--- src/rtl/div_iter.sv ---
// div_iter: iterative radix-2 restoring divider (DIV/DIVU) that raises a pipeline stall while busy.
// Optional macro DIV_EARLY_EXIT_EN: finish in one cycle when |dividend| < |divisor|.
module div_iter #(
    parameter int unsigned DATA_W = 32,
    parameter int unsigned CNT_W  = 6
) (
    input  logic                  clk,
    input  logic                  rst,
    input  logic                  start_i,
    input  logic                  signed_i,
    input  logic                  annul_i,
    input  logic [DATA_W-1:0]     opdata1_i,
    input  logic [DATA_W-1:0]     opdata2_i,
    output logic [2*DATA_W-1:0]   result_o,
    output logic                  ready_o,
    output logic                  stallreq_for_ex
);
    localparam int unsigned RES_W = 2 * DATA_W;

    localparam logic [1:0] S_IDLE    = 2'b00;
    localparam logic [1:0] S_BY_ZERO = 2'b01;
    localparam logic [1:0] S_ON      = 2'b10;
    localparam logic [1:0] S_END     = 2'b11;

    localparam logic [CNT_W-1:0] LAST_CNT = CNT_W'(DATA_W - 1);

    logic [1:0]        state_q, state_d;
    logic [CNT_W-1:0]  cnt_q;
    logic [DATA_W-1:0] dvd_q;      // dividend magnitude, becomes quotient as bits shift in
    logic [DATA_W-1:0] dsr_q;
    logic [DATA_W-1:0] rem_q;
    logic              neg_quo_q, neg_rem_q;

    // Operand magnitudes for signed mode
    logic              op1_neg, op2_neg;
    logic [DATA_W-1:0] op1_mag, op2_mag;
    logic              div_zero, early_exit;

    assign op1_neg  = signed_i & opdata1_i[DATA_W-1];
    assign op2_neg  = signed_i & opdata2_i[DATA_W-1];
    assign op1_mag  = op1_neg ? (~opdata1_i + DATA_W'(1)) : opdata1_i;
    assign op2_mag  = op2_neg ? (~opdata2_i + DATA_W'(1)) : opdata2_i;
    assign div_zero = (opdata2_i == '0);

`ifdef DIV_EARLY_EXIT_EN
    assign early_exit = (op1_mag < op2_mag);
`else
    assign early_exit = 1'b0;
`endif

    // One restoring step: shift in the next dividend bit, subtract if it fits
    logic [DATA_W:0]   rem_sh, diff;
    logic              q_bit;
    logic [DATA_W-1:0] rem_nx, quo_nx, rem_fix, quo_fix;

    assign rem_sh  = {rem_q, dvd_q[DATA_W-1]};
    assign diff    = rem_sh - {1'b0, dsr_q};
    assign q_bit   = ~diff[DATA_W];
    assign rem_nx  = q_bit ? diff[DATA_W-1:0] : rem_sh[DATA_W-1:0];
    assign quo_nx  = {dvd_q[DATA_W-2:0], q_bit};
    assign quo_fix = neg_quo_q ? (~quo_nx + DATA_W'(1)) : quo_nx;
    assign rem_fix = neg_rem_q ? (~rem_nx + DATA_W'(1)) : rem_nx;

    assign stallreq_for_ex = ((state_q == S_IDLE) & start_i & ~annul_i)
                           | (state_q == S_BY_ZERO)
                           | (state_q == S_ON);

    always_ff @(posedge clk or negedge rst) begin
        if (!rst) state_q <= S_IDLE;
        else      state_q <= state_d;
    end

    always_comb begin
        state_d = state_q;
        if (annul_i) begin
            state_d = S_IDLE;
        end else begin
            case (state_q)
                S_IDLE: begin
                    if (start_i) begin
                        if (div_zero)        state_d = S_BY_ZERO;
                        else if (early_exit) state_d = S_END;
                        else                 state_d = S_ON;
                    end
                end
                S_BY_ZERO: state_d = S_END;
                S_ON:      if (cnt_q == LAST_CNT) state_d = S_END;
                S_END:     if (!start_i) state_d = S_IDLE;
                default:   state_d = S_IDLE;
            endcase
        end
    end

    // Datapath and registered outputs
    always_ff @(posedge clk or negedge rst) begin
        if (!rst) begin
            cnt_q     <= '0;
            dvd_q     <= '0;
            dsr_q     <= '0;
            rem_q     <= '0;
            neg_quo_q <= 1'b0;
            neg_rem_q <= 1'b0;
            result_o  <= '0;
            ready_o   <= 1'b0;
        end else if (annul_i) begin
            cnt_q    <= '0;
            result_o <= '0;
            ready_o  <= 1'b0;
        end else begin
            case (state_q)
                S_IDLE: begin
                    if (start_i) begin
                        cnt_q     <= '0;
                        dvd_q     <= op1_mag;
                        dsr_q     <= op2_mag;
                        rem_q     <= '0;
                        neg_quo_q <= op1_neg ^ op2_neg;
                        neg_rem_q <= op1_neg;
                        if (!div_zero && early_exit) begin
                            result_o <= {opdata1_i, {DATA_W{1'b0}}};
                            ready_o  <= 1'b1;
                        end
                    end
                end
                S_BY_ZERO: begin
                    result_o <= RES_W'(0);
                    ready_o  <= 1'b1;
                end
                S_ON: begin
                    dvd_q <= quo_nx;
                    rem_q <= rem_nx;
                    cnt_q <= cnt_q + CNT_W'(1);
                    if (cnt_q == LAST_CNT) begin
                        cnt_q    <= '0;
                        result_o <= {rem_fix, quo_fix};
                        ready_o  <= 1'b1;
                    end
                end
                S_END: begin
                    if (!start_i) begin
                        result_o <= '0;
                        ready_o  <= 1'b0;
                    end
                end
                default: ready_o <= 1'b0;
            endcase
        end
    end

endmodule

--- config.mk ---
export PLATFORM = sky130hd
export DESIGN_NAME = div_iter
export DESIGN_NICKNAME = d
export VERILOG_FILES = /design/src/rtl/div_iter.sv
export SDC_FILE = /design/constraint.sdc
export NUM_CORES = 1
export LEC_CHECK = 0
export BUFFER_PORTS_ARGS = -buffer_cell sky130_fd_sc_hd__buf_4
export CORE_ASPECT_RATIO = 0.5
export CORE_MARGIN = 5
export CORE_UTILIZATION = 60
export CTS_BUF_LIST = sky130_fd_sc_hd__clkbuf_4
export CTS_CLUSTER_SIZE = 12
export DETAILED_ROUTE_END_ITERATION = 10
export PLACE_DENSITY = 0.81
export SYNTH_ARGS = -nofsm -noshare
export SYNTH_HDL_FRONTEND = slang
export SYNTH_SLANG_ARGS = --single-unit
--- constraint.sdc ---
create_clock -name clk -period 7.4 [get_ports clk]
set_input_delay 1.48 -clock clk [delete_from_list [all_inputs] [get_ports clk]]
set_output_delay 1.48 -clock clk [all_outputs]
set_load 0.05 [all_outputs]
==> metrics.txt <==
cell area after synthesis=around 12000 um2; global-route wire length before repair=55800 um; Crit Path Category=register to register; largest net degree at the start of global routing=95; per-cell routed wire length=18.8 um; post-CTS resize count=0; Hold Buf Count CTS=0; Post-Synthesis Mean Instance Area=roughly 8.2 um2; Die Area=23100 um2; Synth top cells by count=nand2_1 (219), o21ai_0 (205), dfrtp_1 (171); clock-pin slew on the worst setup and hold paths=0.14 ns; Hold Worst Slack=just under 0.5 ns; GRT Total Usage=0.298; Distinct cells, synth=76; Met1 Wirelength=roughly 16000 um; drt drc=0; DP HPWL=26000 um; TritonRoute pass-1 iters=5; asr flop ratio synth=1.00; Worst Setup Start Kind=register; initial antenna violation count=1; Placer Congestion=about 0.94; Clock Skews=between 0.02 and 0.03 ns; FMAX=between 150 and 200 MHz; die height=110 um; Reg2Reg Depth=18; GRT overflow=0; Final Hold Fails=0; XOR/XNOR Fraction of Synth Area=0.0969; total CTS buffers=17; post-synthesis compound-gate area fraction=0.256; fin. max-slew vios=0; WP data required=about 7.9 ns; number of flops mapped to enable cells by yosys=0; H-tree depth=4; #FFs+latches synth=around 170; setup violators final=0; critical-path cell list=inv_1 > ha_1 > fa_1 > nor2b_4 > o31a_4 > o31ai_4 > a21oi_2 > o21a_2 > nor2_4 > buf_4 > inv_2 > a21oi_1 > ha_1 > a21boi_0 > o211ai_1 > o31ai_1 > xnor2_1 > o21ai_0; Min-Delay Path Depth=2; Worst-Margin Slew=approximately 1.3 ns; min-delay worst type=register to register; sequential area share after synthesis=0.356; CTS sink count=approximately 170; cell repeated most along the worst path=ha_1; setup TNS=0 ns; I/O pin count=between 100 and 150; Post-Synth Adder-Cell Area=0.0444; CTS tree=yes; vias in the first global route=10900; # port buffers=about 130; starting density of the core=0.615; dominant cells by area after synthesis=dfrtp_1 (36%), o21ai_0 (8.5%), nand2_1 (6.8%); routed wire length=about 34000 um; worst rel slew slack=0.127; RSZ-0062 raised after global routing=no; setup repair bufs after CTS=0; leading area contributor after synthesis=dfrtp_1; Die X=210 um; layout cells sized above 1=0.128; Area Growth Syn to Fin=11.5%; CP max FO=36; largest family of logic cells by synthesized area=compound AO/OA/AOI/OAI gates; routed vias=around 11000; top-count cell post-synth=nand2_1; top_reg_cell synth=dfrtp_1; CP arrival=between 5 and 6 ns; clock buffer depth=2; CP Depth=18; Synthesis Warnings=0; status=finished clean; metal2 WL=approximately 15000 um; Buf+Inv Stages, Crit Path=3; routed wl met3=about 2900 um; Worst Setup End Kind=register; Max-Cap Viols=0; top cell type's share of synthesized area=0.356; Core Rows=36; fraction of the mapped netlist area in simple logic gates=0.179; top routing layer in use=met4; core area=around 20000 um2; CP top delay family=compound AO/OA/AOI/OAI gates; Post-Syn Instances=roughly 1500; Clock Latency Late Sink=0.60 ns; post-route ant nets=0; post-layout minimum cycle time=between 5 and 6 ns; Root Buffer=clkbuf_4; slowest CP cell=dfrtp_1; final worst path period share=0.724; reg2reg setup slack=between 2 and 2.5 ns; drt initial violations=roughly 1200; mux cell area share after synthesis=0.0211; vias per cell=6.16; Net Count, Synth=about 1600; slowest stage delay, CP=0.46 ns; nets=1667
[state kept, by name, summed over array words and instances (netlist names)]
register,cells
cnt_q,6
dsr_q,32
dvd_q,32
neg_quo_q,1
neg_rem_q,1
ready_o,1
rem_q,32
result_o,64
state_q,2
[through the flow]
stage | instance area (um2) | instances | worst slack (ns) | utilization
2_1_floorplan | 12000 | 1470 | 2.82 | -
3_3_place_gp | 13100 | 1803 | 2.51 | 0.672
3_5_place_dp | 13100 | 1803 | 2.28 | 0.672
4_1_cts | 13400 | 1835 | 2.20 | 0.685
5_1_grt | 13400 | 1835 | 1.72 | 0.685
6_report | 13400 | 1837 | 2.04 | 0.686
[cells in the final DEF, fill, tap and decap left out, types with 30 or more instances in the layout]
master and instances:
nand2_1 218, o21ai_0 205, dfrtp_1 171, buf_4 141, a21oi_1 102, nor2_1 80
xor2_1 77, inv_1 67, xnor2_1 56, ha_1 41, nor3_1 30
[path summary, 6_finish.rpt]
path / startpoint / to
max: dvd_q[31]$_DFFE_PN0P_ / result_o[58]$_DFFE_PN0P_
min: result_o[48]$_DFFE_PN0P_ / result_o[48]$_DFFE_PN0P_
max reg2reg: dvd_q[31]$_DFFE_PN0P_ / result_o[58]$_DFFE_PN0P_
min reg2reg: result_o[48]$_DFFE_PN0P_ / result_o[48]$_DFFE_PN0P_
max in group asynchronous: rst / dsr_q[21]$_DFFE_PN0P_
min in group asynchronous: rst / result_o[9]$_DFFE_PN0P_
[layout make-up]
cell class / count / area [um2]
fill: 1627 / 6140
multi-input combinational: 1156 / 7200
sequential: 171 / 4280
antenna: 2 / 5.00
timing repair buffer: 142 / 1070
clock buffer: 20 / 150
clock inverter: 12 / 115
inverter: 68 / 255
tap: 266 / 333
[per-layer routing]
metal / GRT usage / vias to the layer above
met5: 0 / -
met4: 0.0614 / 0
met3: 0.0580 / 36
met2: 0.474 / 474
met1: 0.430 / 5391
li1: - / 5421
[worst reg2reg max path: stages (launching register included)]
cell and delay [ns]:
dfrtp_1 0.46, inv_1 0.11, ha_1 0.21, fa_1 0.28, nor2b_4 0.08, o31a_4 0.31
o31ai_4 0.29, a21oi_2 0.12, o21a_2 0.26, nor2_4 0.10, buf_4 0.42, inv_2 0.36
a21oi_1 0.36, ha_1 0.30, a21boi_0 0.46, o211ai_1 0.39, o31ai_1 0.39, xnor2_1 0.20
o21ai_0 0.11
[kinds of logic after synthesis]
family,count (synthesis)
XOR/XNOR,133
buffers and inverters,143
AND/OR/NAND/NOR,464
multiplexers,25
AO/OA/AOI/OAI,492
adder cells (fa/ha/maj),42
flip-flops,171
Power is left out: the tool's default activity adds up to more than one toggle a clock period on the data nets, which glitch-free logic cannot reach.
